### config.mk
export PLATFORM = sky130hd
export DESIGN_NAME = sdram_rd_capture
export DESIGN_NICKNAME = d
export VERILOG_FILES = /design/src/rtl/sdram_rd_capture.sv
export SDC_FILE = /design/constraint.sdc
export NUM_CORES = 1
export LEC_CHECK = 0
export BUFFER_PORTS_ARGS = -buffer_cell sky130_fd_sc_hd__buf_2
export CORE_MARGIN = 1.5
export CORE_UTILIZATION = 41
export CTS_BUF_LIST = sky130_fd_sc_hd__clkbuf_16
export DETAILED_ROUTE_END_ITERATION = 10
export HOLD_SLACK_MARGIN = 0.06
export PLACE_DENSITY_LB_ADDON = 0.25
export SYNTH_ARGS = -nofsm -noshare
export SYNTH_HDL_FRONTEND = slang
export SYNTH_SLANG_ARGS = --single-unit
### constraint.sdc
create_clock -name clk -period 1.2 [get_ports clk]
set_clock_uncertainty 0.2 [all_clocks]
set_input_delay 0.24 -clock clk [delete_from_list [all_inputs] [get_ports clk]]
set_output_delay 0.24 -clock clk [all_outputs]
set_load 0.02 [all_outputs]
### src/rtl/sdram_rd_capture.sv
// sdram_rd_capture
// Read-side capture for the SDRAM controller, sitting between the DQ input
// pads and the controller's read-return path in the SDRAM clock domain.
// Every issued READ is tracked through the CAS-latency window in a schedule
// shift register. When it reaches the head, a small burst machine frames the
// beats coming out of the DQ input pipeline with valid/last/beat/tag.
//
// Parameters
//   DQ_WIDTH    : DQ bus / rd_data width
//   CAS_LATENCY : SDRAM CAS latency in clk cycles (1..3)
//   IN_REGS     : DQ register stages before rd_data, pad register included (1..3)
//   BURST_LEN   : beats per READ burst (1, 2, 4, 8)
//   TAG_WIDTH   : request tag width
//
// Ports
//   clk        in   SDRAM-domain clock
//   rst_n      in   asynchronous active-low reset
//   rd_issue   in   one-cycle strobe, READ driven on the command pins
//   rd_tag_in  in   tag for the READ, sampled with rd_issue
//   flush      in   synchronous discard of all pending/in-progress reads
//   dq_in      in   SDRAM DQ input pins
//   rd_data    out  captured beat; updates every cycle, qualify with rd_valid
//   rd_valid   out  rd_data holds a valid beat
//   rd_last    out  final beat of a complete burst
//   rd_beat    out  beat index within the burst
//   rd_tag     out  tag of the burst owning the current beat
//   rd_trunc   out  one-cycle pulse on beat 0 of a burst that cut the previous one short

module sdram_rd_capture #(
  parameter int unsigned DQ_WIDTH    = 16,
  parameter int unsigned CAS_LATENCY = 2,
  parameter int unsigned IN_REGS     = 1,
  parameter int unsigned BURST_LEN   = 4,
  parameter int unsigned TAG_WIDTH   = 4
) (
  input  logic                 clk,
  input  logic                 rst_n,
  input  logic                 rd_issue,
  input  logic [TAG_WIDTH-1:0] rd_tag_in,
  input  logic                 flush,
  input  logic [DQ_WIDTH-1:0]  dq_in,
  output logic [DQ_WIDTH-1:0]  rd_data,
  output logic                 rd_valid,
  output logic                 rd_last,
  output logic [2:0]           rd_beat,
  output logic [TAG_WIDTH-1:0] rd_tag,
  output logic                 rd_trunc
);

  // A READ must surface at the schedule head one cycle before its first beat
  // leaves the DQ pipeline, so the burst machine can register it alongside.
  localparam int unsigned SCHED_DEPTH = CAS_LATENCY + IN_REGS - 1;
  localparam logic [2:0]  LAST_BEAT   = 3'(BURST_LEN - 1);

  typedef enum logic {
    ST_IDLE  = 1'b0,
    ST_BURST = 1'b1
  } state_e;

  typedef struct packed {
    logic                 vld;
    logic [TAG_WIDTH-1:0] tag;
  } sched_t;

  sched_t               sched_q [SCHED_DEPTH];
  sched_t               sched_d [SCHED_DEPTH];
  logic  [DQ_WIDTH-1:0] dq_q    [IN_REGS];
  logic  [DQ_WIDTH-1:0] dq_d    [IN_REGS];

  state_e               state_q, state_d;
  logic  [2:0]          cnt_q, cnt_d;
  logic  [TAG_WIDTH-1:0] tag_q, tag_d;
  logic                 valid_q, valid_d;
  logic                 last_q, last_d;
  logic                 trunc_q, trunc_d;

  sched_t               head;

  assign head = sched_q[SCHED_DEPTH-1];

  // Schedule shift register and DQ input pipeline.
  always_comb begin
    sched_d[0].vld = rd_issue & ~flush;
    sched_d[0].tag = rd_issue ? rd_tag_in : '0;
    for (int unsigned i = 1; i < SCHED_DEPTH; i++) begin
      sched_d[i] = sched_q[i-1];
    end
    // flush kills everything already scheduled
    if (flush) begin
      for (int unsigned i = 0; i < SCHED_DEPTH; i++) begin
        sched_d[i].vld = 1'b0;
      end
    end

    dq_d[0] = dq_in;
    for (int unsigned i = 1; i < IN_REGS; i++) begin
      dq_d[i] = dq_q[i-1];
    end
  end

  // Burst framing: next state and registered output values.
  always_comb begin
    state_d = state_q;
    cnt_d   = cnt_q;
    tag_d   = tag_q;
    valid_d = 1'b0;
    last_d  = 1'b0;
    trunc_d = 1'b0;

    if (flush) begin
      state_d = ST_IDLE;
    end else if (head.vld) begin
      // A new burst always wins; if the current one has not yet shown its
      // last beat it is abandoned and the new beat 0 is flagged.
      state_d = ST_BURST;
      cnt_d   = 3'd0;
      tag_d   = head.tag;
      valid_d = 1'b1;
      last_d  = (LAST_BEAT == 3'd0);
      trunc_d = (state_q == ST_BURST) && (cnt_q < LAST_BEAT);
    end else if ((state_q == ST_BURST) && (cnt_q < LAST_BEAT)) begin
      cnt_d   = 3'(cnt_q + 3'd1);
      valid_d = 1'b1;
      last_d  = (3'(cnt_q + 3'd1) == LAST_BEAT);
    end else begin
      state_d = ST_IDLE;
    end
  end

  // State and output registers.
  always_ff @(posedge clk or negedge rst_n) begin
    if (!rst_n) begin
      for (int unsigned i = 0; i < SCHED_DEPTH; i++) begin
        sched_q[i] <= '0;
      end
      for (int unsigned i = 0; i < IN_REGS; i++) begin
        dq_q[i] <= '0;
      end
      state_q <= ST_IDLE;
      cnt_q   <= 3'd0;
      tag_q   <= '0;
      valid_q <= 1'b0;
      last_q  <= 1'b0;
      trunc_q <= 1'b0;
    end else begin
      for (int unsigned i = 0; i < SCHED_DEPTH; i++) begin
        sched_q[i] <= sched_d[i];
      end
      for (int unsigned i = 0; i < IN_REGS; i++) begin
        dq_q[i] <= dq_d[i];
      end
      state_q <= state_d;
      cnt_q   <= cnt_d;
      tag_q   <= tag_d;
      valid_q <= valid_d;
      last_q  <= last_d;
      trunc_q <= trunc_d;
    end
  end

  assign rd_data  = dq_q[IN_REGS-1];
  assign rd_valid = valid_q;
  assign rd_last  = last_q;
  assign rd_beat  = cnt_q;
  assign rd_tag   = tag_q;
  assign rd_trunc = trunc_q;

endmodule
=== Word-level counts from Yosys, hierarchy flattened ===
Index checks and enable logic that the tools add are counted.
W data, S select, Z words.

* Register bits: 37
* Output and inout port bits: 26
* Word-level logic and storage cells: 37
* Bits of input ports: 24

* $add $sub $neg: 1
* Magnitude comparators: 1
* Equal/unequal tests: 2
* Bitwise operators: 2
* Muxes and demuxes: 16
* Reduce and logical (&&, ||, !) cells: 4

{| class="wikitable"
|+ Operators with widths
! kind !! count
|-
| $mux W1 || 13
|-
| $mux W3 || 2
|-
| $mux W4 || 1
|-
| $reduce_and A2 Y1 || 2
|-
| $add A3 B1 Y3 const B || 1
|-
| $eq A3 B2 Y1 const B || 1
|-
| $lt A3 B2 Y1 const B || 1
|-
| $ne A3 B3 Y1 const B || 1
|-
| $reduce_bool A2 Y1 || 1
|-
| $and A1 B1 Y1 || 1
|-
| $logic_and A1 B1 Y1 || 1
|-
| $not A1 Y1 || 1
|}

=== Depth between registers and ports, before layout ===
Gate-level depths: netlist (run 1).

* Word-level depth: 5
* Gate-level depth with buffers: 5
* Depth with buffers taken out: 5

=== Worst setup path after synthesis (run 1) ===
Ideal clock, no wire load.

* Kind: flip-flop to flip-flop
* Start point: register cnt_q[0], in the netlist rd_beat[0]
* End point: register cnt_q[1], in the netlist rd_beat[1]
* Buffers on the path: 0
* Required time: 0.870 ns
* Stages on the path, launching flop included: 6
* Setup slack: -0.247 ns
* Arrival: 1.117 ns
* Cell sequence: dfrtp_1 inv_1 ha_1 inv_1 a32oi_1 o22ai_1

* Cells in the longest elaborated chain, start to end: 4
* Elaborated cells on any way between the ends: 7
* Those cells by class: 1 x add/sub; 1 x order compare; 2 x mux; 3 x reduce/logical

{| class="wikitable"
|+ RTL lines
! item !! line !! source
|-
| start: declaration || 71 || <nowiki>logic [2:0] cnt_q, cnt_d;</nowiki>
|-
| start signal: assignment || 153 || <nowiki>cnt_q <= cnt_d;</nowiki>
|-
| $lt A3 B2 Y1 || 121 || <nowiki>end else if ((state_q == ST_BURST) && (cnt_q < LAST_BEAT)) begin</nowiki>
|-
| $logic_and A1 B1 Y1 || 121 ||
|-
| $reduce_bool A2 Y1 (no line) || -- ||
|-
| $reduce_and A2 Y1 (no line) || -- ||
|}

Several ways; a longest one is shown, not always the timed one. The select of a mux whose other input is x is not followed.
A chain may end at the register's enable or synchronous reset.

=== Worst setup path in the final report (run 1) ===
Ends and elaborated chain as after synthesis.

==> summary.md, run 1 <==
| Metric | Value |
|---|---|
| Num CTS Buffers | `5` |
| Antenna violation net count after detailed routing | `0` |
| Slew margin rel. | `86.4%` |
| Core area | `0.00273 sq mm` |
| Final setup vio count | `37` |
| WL/cell | `14.0 um` |
| Initial core utilization | `43.0%` |
| Vias per cell | `4.61` |
| DP Wirelength | `1460 um` |
| Post-synth top cells | `37 x dfrtp_1, 5 x inv_1, 4 x and2_1, 4 x mux2_2, 3 x nand2_1` |
| Top cell type's share of synthesized area | `78.7%` |
| Unrepaired setup endpoints after global routing | `yes` |
| Peak VDD IR | `1.38 mV` |
| Yosys warns | `0` |
| Final instance area | `0.00220 sq mm` |
| Gr usage total | `19.9%` |
| Fin crit share | `117%` |
| Finished Layout Cells | `201` |
| MaxCap Viol Count | `0` |
| Critical path arrival | `1.36 ns` |
| Fin crit period | `1.41 ns` |
| Failing checks | `negative setup slack` |
| Antenna violations before repair | `0` |
| WL final | `2810 um` |
| Via Count | `926` |
| Critical path class | `reg -> reg` |
| Startpoint type of the worst setup path | `register` |
| PwrDens | `1550 mW/mm^2` |
| Largest net degree at the start of global routing | `38` |
| Count leader, synth | `dfrtp_1` |
| DRT iter0 DRCs | `20` |
| Syn Area/Cell | `16.1 sq um` |
| Area Overhead vs Synth | `87.0%` |
| FF+latch area | `930 sq um` |
| Gate Count Post-Synth | `73` |
| Number of global-route vias before repair | `1036` |
| Pre-CTS setup slack | `-0.196 ns` |
| HP Class | `in -> reg` |
| Fmax | `0.710 GHz` |
| # port buffers | `49` |
| Seq/Total Area, Yosys | `78.7%` |
| Chip height | `56.6 um` |
| CP endpoint kind | `register` |
| Post-synth ARST share | `100%` |
| First-pass GRT wire length | `4660 um` |
| 1st-pass router iterations | `4` |
| Pleak | `1.09 nW` |
| Post-synth EDFFs | `0` |
| Hold WS | `0.0926 ns` |
| Most area-hungry cell type in the Yosys netlist | `dfrtp_1` |
| Max FO, Critical Path | `5` |
| Root cell of the clock tree | `clkbuf_16` |
| CTS sink cnt | `37` |
| Placed cell area | `0.00153 sq mm` |
| Net count, final | `195` |
| Total Power | `3.41 mW` |
| Least-Margin Pin Slew | `0.201 ns` |
| Util after Layout | `80.5%` |
| Rows | `19` |
| Netlist Area Pre-Place | `0.00118 sq mm` |
| Synthesized net count | `99` |
| Distinct cells, synth | `20` |
| DRC Markers | `0` |
| Antenna cells | `0` |
| CP required | `1.15 ns` |
| Fill count | `144` |
| Placed cells | `159` |
| Slew Viols, Final | `0` |
| Outcome | `finished with violations` |
| CTS tree | `yes` |
| Area of the multi-input gates | `279 sq um` |
| Io pins | `50` |
| Layout cells sized above 1 | `55.3%` |
| Final worst slack | `-0.208 ns` |
| Routability cong. | `0.686` |
| Die area | `0.00320 sq mm` |
| Die X | `56.6 um` |
| H-Tree Level Count | `2` |
| Clk pin slew, worst setup/hold paths | `0.05 ns` |
| Synth top area cells | `dfrtp_1 79%, mux2_2 3.8%, and2_1 2.1%` |
| Gr ovfl total | `0` |
| Hold Vio Cnt, Final | `0` |
| Setup TNS | `-2.12 ns` |
| Most used DFF post-synth | `dfrtp_1` |
| Clock Latency Late Sink | `0.27 ns` |
| Synthesized flop and latch total | `37` |
| Clk buf depth | `2` |
state kept, by name (all words and copies together) (netlist names):
signal,flops
rd_valid,1
rd_data,16
rd_tag,4
rd_beat,3
sched_d,4
head,5
sched_q,1
rd_trunc,1
rd_last,1
state_q,1
power by group:
group | internal [mW] | total [mW] | leakage [nW] | switching, mW
clock network | 0.760 | 1.23 | 0.0696 | 0.471
registers | 1.35 | 1.42 | 0.456 | 0.0660
logic | 0.444 | 0.769 | 0.568 | 0.325
what timing repair did:
item / in CTS / in global routing
setup endpoints to repair: 37 / 37
endpoints found under the hold margin: 58 / 0
resized for setup: 58 / 6
buffers inserted: 10 / 2
hold buffers: 22 / 0
pin swaps: 3 / 3
worst paths after layout:
check                           start          to  slack (ns)  depth (start not counted)
max                        rd_beat[0]  rd_beat[1]       -0.21                          3
min                             flush  rd_beat[0]        0.09                          2
max reg2reg                rd_beat[0]  rd_beat[1]       -0.21                          3
min reg2reg                sched_d[3]     head[3]        0.15                          0
max in group asynchronous       rst_n  rd_beat[2]        0.36                          3
min in group asynchronous       rst_n  rd_beat[1]        0.25                          3
cell type report:
class,instances,share of cell area [%]
Sequential cell,37,42.3
Multi-Input combinational cell,30,12.7
Clock buffer,5,5.69
Tap cell,31,1.76
Timing Repair Buffer,90,35.9
Clock inverter,3,0.796
Inverter,5,0.853
per-layer routing:
layer / up-vias / global-route usage [%] / part of all wire [%]
met5: - / 0 / 0
met1: 453 / 20.9 / 34
met3: 5 / 9.68 / 9.6
met2: 41 / 33.6 / 54
met4: 0 / 8.84 / 1.8
li1: 427 / - / -
cells by family (layout without fill, tap and decap cells):
family                     after synthesis  in the layout  synth area share, %
buffers and inverters                    6            103                 2.55
muxes                                    4              4                 3.83
AOI/OAI and AO/OA                        8              8                 4.79
and+or+nand+nor                         16             16                 7.98
DFF                                     37             37                 78.7
adders and majority gates                2              2                 2.13
placed cells by master, fill, tap and decap left out:
| master | n |
|---|---|
| nand2_1 | 2 |
| a21o_2 | 1 |
| clkinvlp_4 | 1 |
| buf_2 | 23 |
| o21a_1 | 1 |
| a21oi_2 | 1 |
| buf_4 | 16 |
| and2_1 | 4 |
| or3b_4 | 1 |
| nor2_1 | 2 |
| buf_6 | 28 |
| o22ai_1 | 1 |
| nor2b_1 | 2 |
| nor2_4 | 1 |
| dfrtp_1 | 34 |
| nand2_4 | 1 |
| buf_12 | 1 |
| and2b_2 | 1 |
| a21oi_4 | 1 |
| dlygate4sd3_1 | 22 |
| a32oi_2 | 1 |
| inv_2 | 1 |
| a41oi_1 | 1 |
| clkinv_2 | 2 |
| ha_1 | 2 |
| clkbuf_16 | 5 |
| nor3_2 | 2 |
| dfrtp_2 | 3 |
| a31oi_1 | 1 |
| mux2_4 | 4 |
| inv_1 | 4 |
worst max-delay path, stage by stage (launching register included):
cell and delay [ns]:
dfrtp_2 0.44, or3b_4 0.38, a32oi_2 0.17, o22ai_1 0.09
(Power assumes the default switching activity.)
==> inputs of run 2 (changes only) <==
--- a/config.mk
+++ b/config.mk
@@ -11,7 +11,8 @@
 export CTS_BUF_LIST = sky130_fd_sc_hd__clkbuf_16
 export DETAILED_ROUTE_END_ITERATION = 10
 export HOLD_SLACK_MARGIN = 0.06
-export PLACE_DENSITY_LB_ADDON = 0.25
+export PLACE_DENSITY = 0.73
+export SLEW_MARGIN = 5
 export SYNTH_ARGS = -nofsm -noshare
 export SYNTH_HDL_FRONTEND = slang
 export SYNTH_SLANG_ARGS = --single-unit
==> run 2 against run 1 <==
Effect of this change: the run still ends with negative setup slack left; sequential power about the same; combinational power decreased by 16%; critical path type unchanged; routed wire length decreased by 1.6%; design area decreased by 4.0%; clock-buffer cell count unchanged; die area unchanged.
==> summary.md, run 2 (synthesis gave the netlist of run 1 again) <==
| Metric | Value |
|---|---|
| HP Class | `in -> reg` |
| Pleak | `1.04 nW (-4.5%)` |
| Final worst slack | `-0.189 ns (+0.0185 ns)` |
| Fill count | `151 (+4.9%)` |
| Finished Layout Cells | `194 (-3.5%)` |
| Outcome | `finished with violations` |
| Met2 usage | `33.1% (-0.50 points)` |
| Worst path cell trace | `or3b_1 -> a32oi_1 -> o22ai_1` |
| Layout cells sized above 1 | `52.1% (-3.1 points)` |
| Unrepaired setup endpoints after global routing | `yes` |
| DRC Markers | `0 (unchanged)` |
| Slew Viols, Final | `0 (unchanged)` |
| Setup crit start | `rd_beat[2]` |
| Die X | `56.6 um (unchanged)` |
| WL final | `2770 um (-1.6%)` |
| FF-to-FF path depth | `3 (unchanged)` |
| Largest register FFs | `16 (unchanged)` |
| Via Count | `885 (-4.4%)` |
| R2R setup slack | `-0.19 ns (+0.02 ns)` |
| Net count, final | `188 (-3.6%)` |
| Least-Margin Pin Slew | `0.200 ns (-0.00139 ns)` |
| Pre-CTS setup slack | `-0.174 ns (+0.0226 ns)` |
| PwrDens | `1540 mW/mm^2 (-0.99%)` |
| CP endpoint kind | `register` |
| Area Overhead vs Synth | `79.5%` |
| Antenna cells | `0 (unchanged)` |
| Fin crit share | `116% (-1.5 points)` |
| DRT iter0 DRCs | `19 (-5.0%)` |
| CP max-delay cell | `dfrtp_2` |
| Slew margin rel. | `86.7% (+0.24 points)` |
| Cell depth of the worst setup path | `3 (unchanged)` |
| Commonest non-fill, non-tap cell in the layout | `dfrtp_1` |
| Met3 Usage GRT | `11.1% (+1.4 points)` |
| Critical Path Max Stage Delay | `0.42 ns (-0.02 ns)` |
| Root cell of the clock tree | `clkbuf_16` |
| MaxCap Viol Count | `0 (unchanged)` |
| Die area | `0.00320 sq mm (unchanged)` |
| Crit path to | `rd_beat[1]` |
| FF-to-FF Start | `rd_beat[2]` |
| Max FO, Critical Path | `4 (-1)` |
| Placed cells | `159 (unchanged)` |
| Fmax | `0.720 GHz (+1.3%)` |
| First-pass GRT wire length | `4520 um (-3.0%)` |
| CTS tree | `yes` |
| Fin crit period | `1.39 ns (-0.0185 ns)` |
| Startpoint type of the worst setup path | `register` |
| Initial core utilization | `43.0% (unchanged)` |
| Num CTS Buffers | `5 (unchanged)` |
| WP buf/inv | `0 (unchanged)` |
| Worst R2R End | `rd_beat[1]` |
| Critical path class | `reg -> reg` |
| CP required | `1.15 ns (about the same)` |
| Antenna violation net count after detailed routing | `0 (unchanged)` |
| CTS sink cnt | `37 (unchanged)` |
| Core area | `0.00273 sq mm (unchanged)` |
| Antenna violations before repair | `0 (unchanged)` |
| # port buffers | `49 (unchanged)` |
| 1st-pass router iterations | `4 (unchanged)` |
| Final setup vio count | `35 (-5.4%)` |
| Io pins | `50 (unchanged)` |
| Top delay family on crit path | `flip-flops` |
| Setup TNS | `-1.18 ns (+0.947 ns)` |
| Largest net degree at the start of global routing | `38 (unchanged)` |
| Vias per cell | `4.56 (-0.98%)` |
| Number of global-route vias before repair | `1034 (-0.19%)` |
| Clk pin slew, worst setup/hold paths | `0.05 ns (about the same)` |
| Hold Vio Cnt, Final | `0 (unchanged)` |
| Failing checks | `negative setup slack` |
| Most frequent cells in the layout | `34 x dfrtp_1, 25 x buf_6, 24 x buf_2` |
| DP Wirelength | `1470 um (+0.58%)` |
| Routability cong. | `0.751 (+9.6%)` |
| Global Route met1 Usage | `19.7% (-1.2 points)` |
| Rows | `19 (unchanged)` |
| Total Power | `3.24 mW (-5.0%)` |
| Critical path arrival | `1.34 ns (-0.02 ns)` |
| Clock Latency Late Sink | `0.27 ns (about the same)` |
| H-Tree Level Count | `2 (unchanged)` |
| Busiest grt layer | `met2` |
| Chip height | `56.6 um (unchanged)` |
| WL/cell | `14.3 um (+1.9%)` |
| Peak VDD IR | `1.58 mV (+15%)` |
| Gr usage total | `20.0% (+0.079 points)` |
| Clk buf depth | `2 (unchanged)` |
| Gr ovfl total | `0 (unchanged)` |
==> run 2: cell types whose count changed in the layout (fill, tap and decap cells not counted), sizes merged <==
cell / change
buf: -7
clkinv: +1
clkinvlp: -1
==> run 2: worst min-delay path by stage <==
stage               start  endpoint  cells after the start
CTS                 flush   rd_last                      3
global route        flush   rd_last                      3
global placement    rst_n   rd_last                      2
detailed placement  rst_n   rd_last                      2
floorplan           rst_n   head[0]                      0
finish              flush   rd_last                      3
==> run 2: per-layer routing <==
| layer | share of wire (%) | wire [um] |
|---|---|---|
| met1 | 37 | 1020 |
| met2 | 51 | 1420 |
| met3 | 10 | 290 |
| met4 | 1.2 | 34 |
| met5 | 0 | 0 |
==> run 2: final cells by class <==
class	instances	area, sq um	area share [%]
Tap cell	31	38.8	1.84
Clock buffer	5	125	5.93
Timing Repair Buffer	83	724	34.3
Sequential cell	37	930	44.0
Multi-Input combinational cell	30	262	12.4
Inverter	5	18.8	0.889
Clock inverter	3	12.5	0.593
==> run 2: tightest hold or removal path, cell delays in order <==
cell and delay [ns]:
buf_2 0.14, buf_4 0.13, nor3_2 0.04
==> run 2: repair_timing <==
item / CTS / global route
endpoints found under the setup margin: 37 / 37
buffers inserted: 4 / 1
hold buffers: 22 / 0
gates cloned: 0 / 0
pin swaps: 3 / 0
gates resized for setup: 55 / 3
hold endpoints to repair: 58 / 0
==> run 2: stage by stage <==
stage	hold slack, ns	util (%)	cell area (sq um)
after floorplan	-0.256	-	1190
after global placement	0.0140	56.1	1530
after detailed placement	0.0146	56.1	1530
after CTS	0.111	76.5	2090
after global routing	0.121	77.2	2110
final	0.111	77.2	2110
==> run 2: report_power, final <==
| part | total (mW) | switching (mW) | leakage, nW | internal (mW) |
|---|---|---|---|---|
| Combinational | 0.643 | 0.282 | 0.520 | 0.361 |
| Clock | 1.18 | 0.430 | 0.0687 | 0.748 |
| Sequential | 1.42 | 0.0725 | 0.456 | 1.35 |
==> inputs of run 3 (changes only) <==
--- a/config.mk
+++ b/config.mk
@@ -7,11 +7,11 @@
 export LEC_CHECK = 0
 export BUFFER_PORTS_ARGS = -buffer_cell sky130_fd_sc_hd__buf_2
 export CORE_MARGIN = 1.5
-export CORE_UTILIZATION = 41
+export CORE_UTILIZATION = 45
 export CTS_BUF_LIST = sky130_fd_sc_hd__clkbuf_16
 export DETAILED_ROUTE_END_ITERATION = 10
 export HOLD_SLACK_MARGIN = 0.06
-export PLACE_DENSITY = 0.73
+export PLACE_DENSITY = 0.76
 export SLEW_MARGIN = 5
 export SYNTH_ARGS = -nofsm -noshare
 export SYNTH_HDL_FRONTEND = slang
==> constraint.sdc (replaced) <==
create_clock -name clk -period 1.59 [get_ports clk]
set_clock_uncertainty 0.2 [all_clocks]
set_input_delay 0.318 -clock clk [delete_from_list [all_inputs] [get_ports clk]]
set_output_delay 0.318 -clock clk [all_outputs]
set_load 0.02 [all_outputs]
==> run 3 against run 2 <==
Effect of this change: the run now ends clean; critical path depth is 2 lower; first-iteration DRC count is 74% lower; register-to-register slack better by 0.34 ns; sequential cell count stayed put; routed wire length is 16% lower; hold slack worse by 0.041 ns; clock power is 10% lower; clock-buffer cell count stayed put; global-route usage is 0.38 points lower; highest routed layer unchanged.
==> summary.md, run 3 (synthesis gave the netlist of run 1 again) <==
| Metric | Value |
|---|---|
| Outcome | `finished, final reports clean` |
| Fin crit share | `91.1%` |
| DRT iter0 DRCs | `5 (-14)` |
| CP endpoint kind | `primary output` |
| WL final | `2320 um (-16%)` |
| HP Class | `in -> reg` |
| Clock Latency Late Sink | `0.27 ns (about the same)` |
| Least-Margin Pin Slew | `0.440 ns (+0.241 ns)` |
| MaxCap Viol Count | `0 (unchanged)` |
| Cell depth of the worst setup path | `1 (-2)` |
| R2R setup slack | `0.15 ns (+0.34 ns)` |
| Gr usage total | `19.6% (-0.38 points)` |
| Unrepaired setup endpoints after global routing | `no` |
| Layout cells sized above 1 | `41.3% (-11 points)` |
| Commonest non-fill, non-tap cell in the layout | `buf_2` |
| Hold Path Origin | `rd_tag_in[0]` |
| Largest net degree at the start of global routing | `38 (unchanged)` |
| Die area | `0.00293 sq mm (-8.4%)` |
| Initial core utilization | `47.5% (+4.5 points)` |
| FF-to-FF path depth | `5 (+2)` |
| Clk buf depth | `2 (unchanged)` |
| Fin crit period | `1.45 ns` |
| CTS tree | `yes` |
| Fill count | `175 (+16%)` |
| Top delay family on crit path | `flip-flops` |
| Final instance area | `0.00182 sq mm (-14%)` |
| WP buf/inv | `1 (+1)` |
| Num CTS Buffers | `5 (unchanged)` |
| Critical path arrival | `0.93 ns (-0.41 ns)` |
| Core area | `0.00248 sq mm (-9.4%)` |
| WL/cell | `12.9 um (-9.8%)` |
| Placed cell area | `0.00146 sq mm (-5.1%)` |
| CTS sink cnt | `37 (unchanged)` |
| Clk pin slew, worst setup/hold paths | `0.05 ns (about the same)` |
| FF-to-FF Start | `rd_beat[0]` |
| Hold Vio Cnt, Final | `0 (unchanged)` |
| Chip height | `54.1 um (-4.3%)` |
| Peak VDD IR | `1.16 mV (-27%)` |
| Worst R2R End | `rd_beat[1]` |
| Largest register FFs | `16 (unchanged)` |
| Startpoint type of the worst setup path | `register` |
| H-Tree Level Count | `2 (unchanged)` |
| Setup TNS | `0 ns (+1.18 ns)` |
| Slew margin rel. | `70.6% (-16 points)` |
| CP required | `1.07 ns (-0.08 ns)` |
| Area Overhead vs Synth | `54.6%` |
| Routability cong. | `0.641 (-15%)` |
| Via Count | `829 (-6.3%)` |
| PwrDens | `1350 mW/mm^2 (-12%)` |
| Antenna cells | `0 (unchanged)` |
| Worst path cell trace | `buf_2` |
| Root cell of the clock tree | `clkbuf_16` |
| Vias per cell | `4.61 (+0.96%)` |
| Net count, final | `175 (-6.9%)` |
| Setup bufs post-CTS | `0 (-4)` |
| Hold-fix buffers, CTS | `20 (-9.1%)` |
| Gr ovfl total | `0 (unchanged)` |
| Number of global-route vias before repair | `893 (-14%)` |
| First-pass GRT wire length | `3820 um (-16%)` |
| # port buffers | `49 (unchanged)` |
| Fmax | `0.691 GHz` |
| Critical path class | `reg -> out` |
| 1st-pass router iterations | `4 (unchanged)` |
| Critical Path Max Stage Delay | `0.45 ns (+0.03 ns)` |
| Worst hold path cell count | `2 (-1)` |
| Final setup vio count | `0 (-100%)` |
| Die X | `54.1 um (-4.3%)` |
| Pleak | `0.941 nW (-9.9%)` |
| Worst Hold End | `sched_d[0]` |
| DP Wirelength | `1370 um (-6.7%)` |
| Max FO, Critical Path | `7 (+3)` |
| CP max-delay cell | `dfrtp_1` |
| Io pins | `50 (unchanged)` |
| Number of gates resized after cts | `0 (-100%)` |
| Antenna violation net count after detailed routing | `0 (unchanged)` |
| Most frequent cells in the layout | `49 x buf_2, 37 x dfrtp_1, 20 x dlygate4sd3_1` |
| Antenna violations before repair | `0 (unchanged)` |
| DRC Markers | `0 (unchanged)` |
| Rows | `18 (-1)` |
| Slew Viols, Final | `0 (unchanged)` |
[run 3: worst max path at each step]
stage,start,end,slack [ns]
2_1_floorplan,rd_beat[0],rd_beat[1],0.14
5_1_grt,rd_beat[0],rd_beat[1],0.05
3_3_place_gp,flush,rd_tag[1],0.25
3_5_place_dp,rd_beat[0],rd_beat[1],0.17
6_report,rd_beat[0],rd_beat[0],0.14
4_1_cts,rd_beat[0],rd_beat[0],0.14
[run 3: metal layers]
layer | GRT usage, % | share of wire (%) | vias up | wire [um]
met5 | 0 | 0 | - | 0
met4 | 8.75 | 0.47 | 0 | 11
met3 | 9.17 | 8.9 | 2 | 205
met2 | 33.5 | 53 | 40 | 1230
met1 | 20.4 | 37 | 398 | 866
li1 | - | - | 389 | -
[run 3: layout make-up]
type,instances,area [sq um],area share [%]
sequential,37,926,50.9
timing repair buffer,70,453,24.9
multi-input combinational,30,220,12.1
clock buffer,5,125,6.88
clock inverter,3,37.5,2.06
tap,30,37.5,2.06
inverter,5,18.8,1.03
[run 3: through the flow]
step / cells / hold WS [ns] / setup slack (ns) / power, mW / utilization [%]
after CTS: 180 / 0.0710 / 0.135 / 2.48 / 73.4
after floorplan: 73 / -0.178 / 0.143 / 1.24 / -
final: 180 / 0.0709 / 0.142 / 2.45 / 73.4
after global routing: 180 / 0.0815 / 0.0511 / 2.57 / 73.4
after global placement: 152 / 0.133 / 0.250 / 1.35 / 58.7
after detailed placement: 152 / 0.136 / 0.170 / 1.38 / 58.7
[run 3: where the power goes]
part           internal [mW]  switching, mW  leakage, nW
combinational          0.151          0.185        0.399
sequential              1.01         0.0454        0.459
clock                  0.727          0.329       0.0826
total                   1.89          0.559        0.941
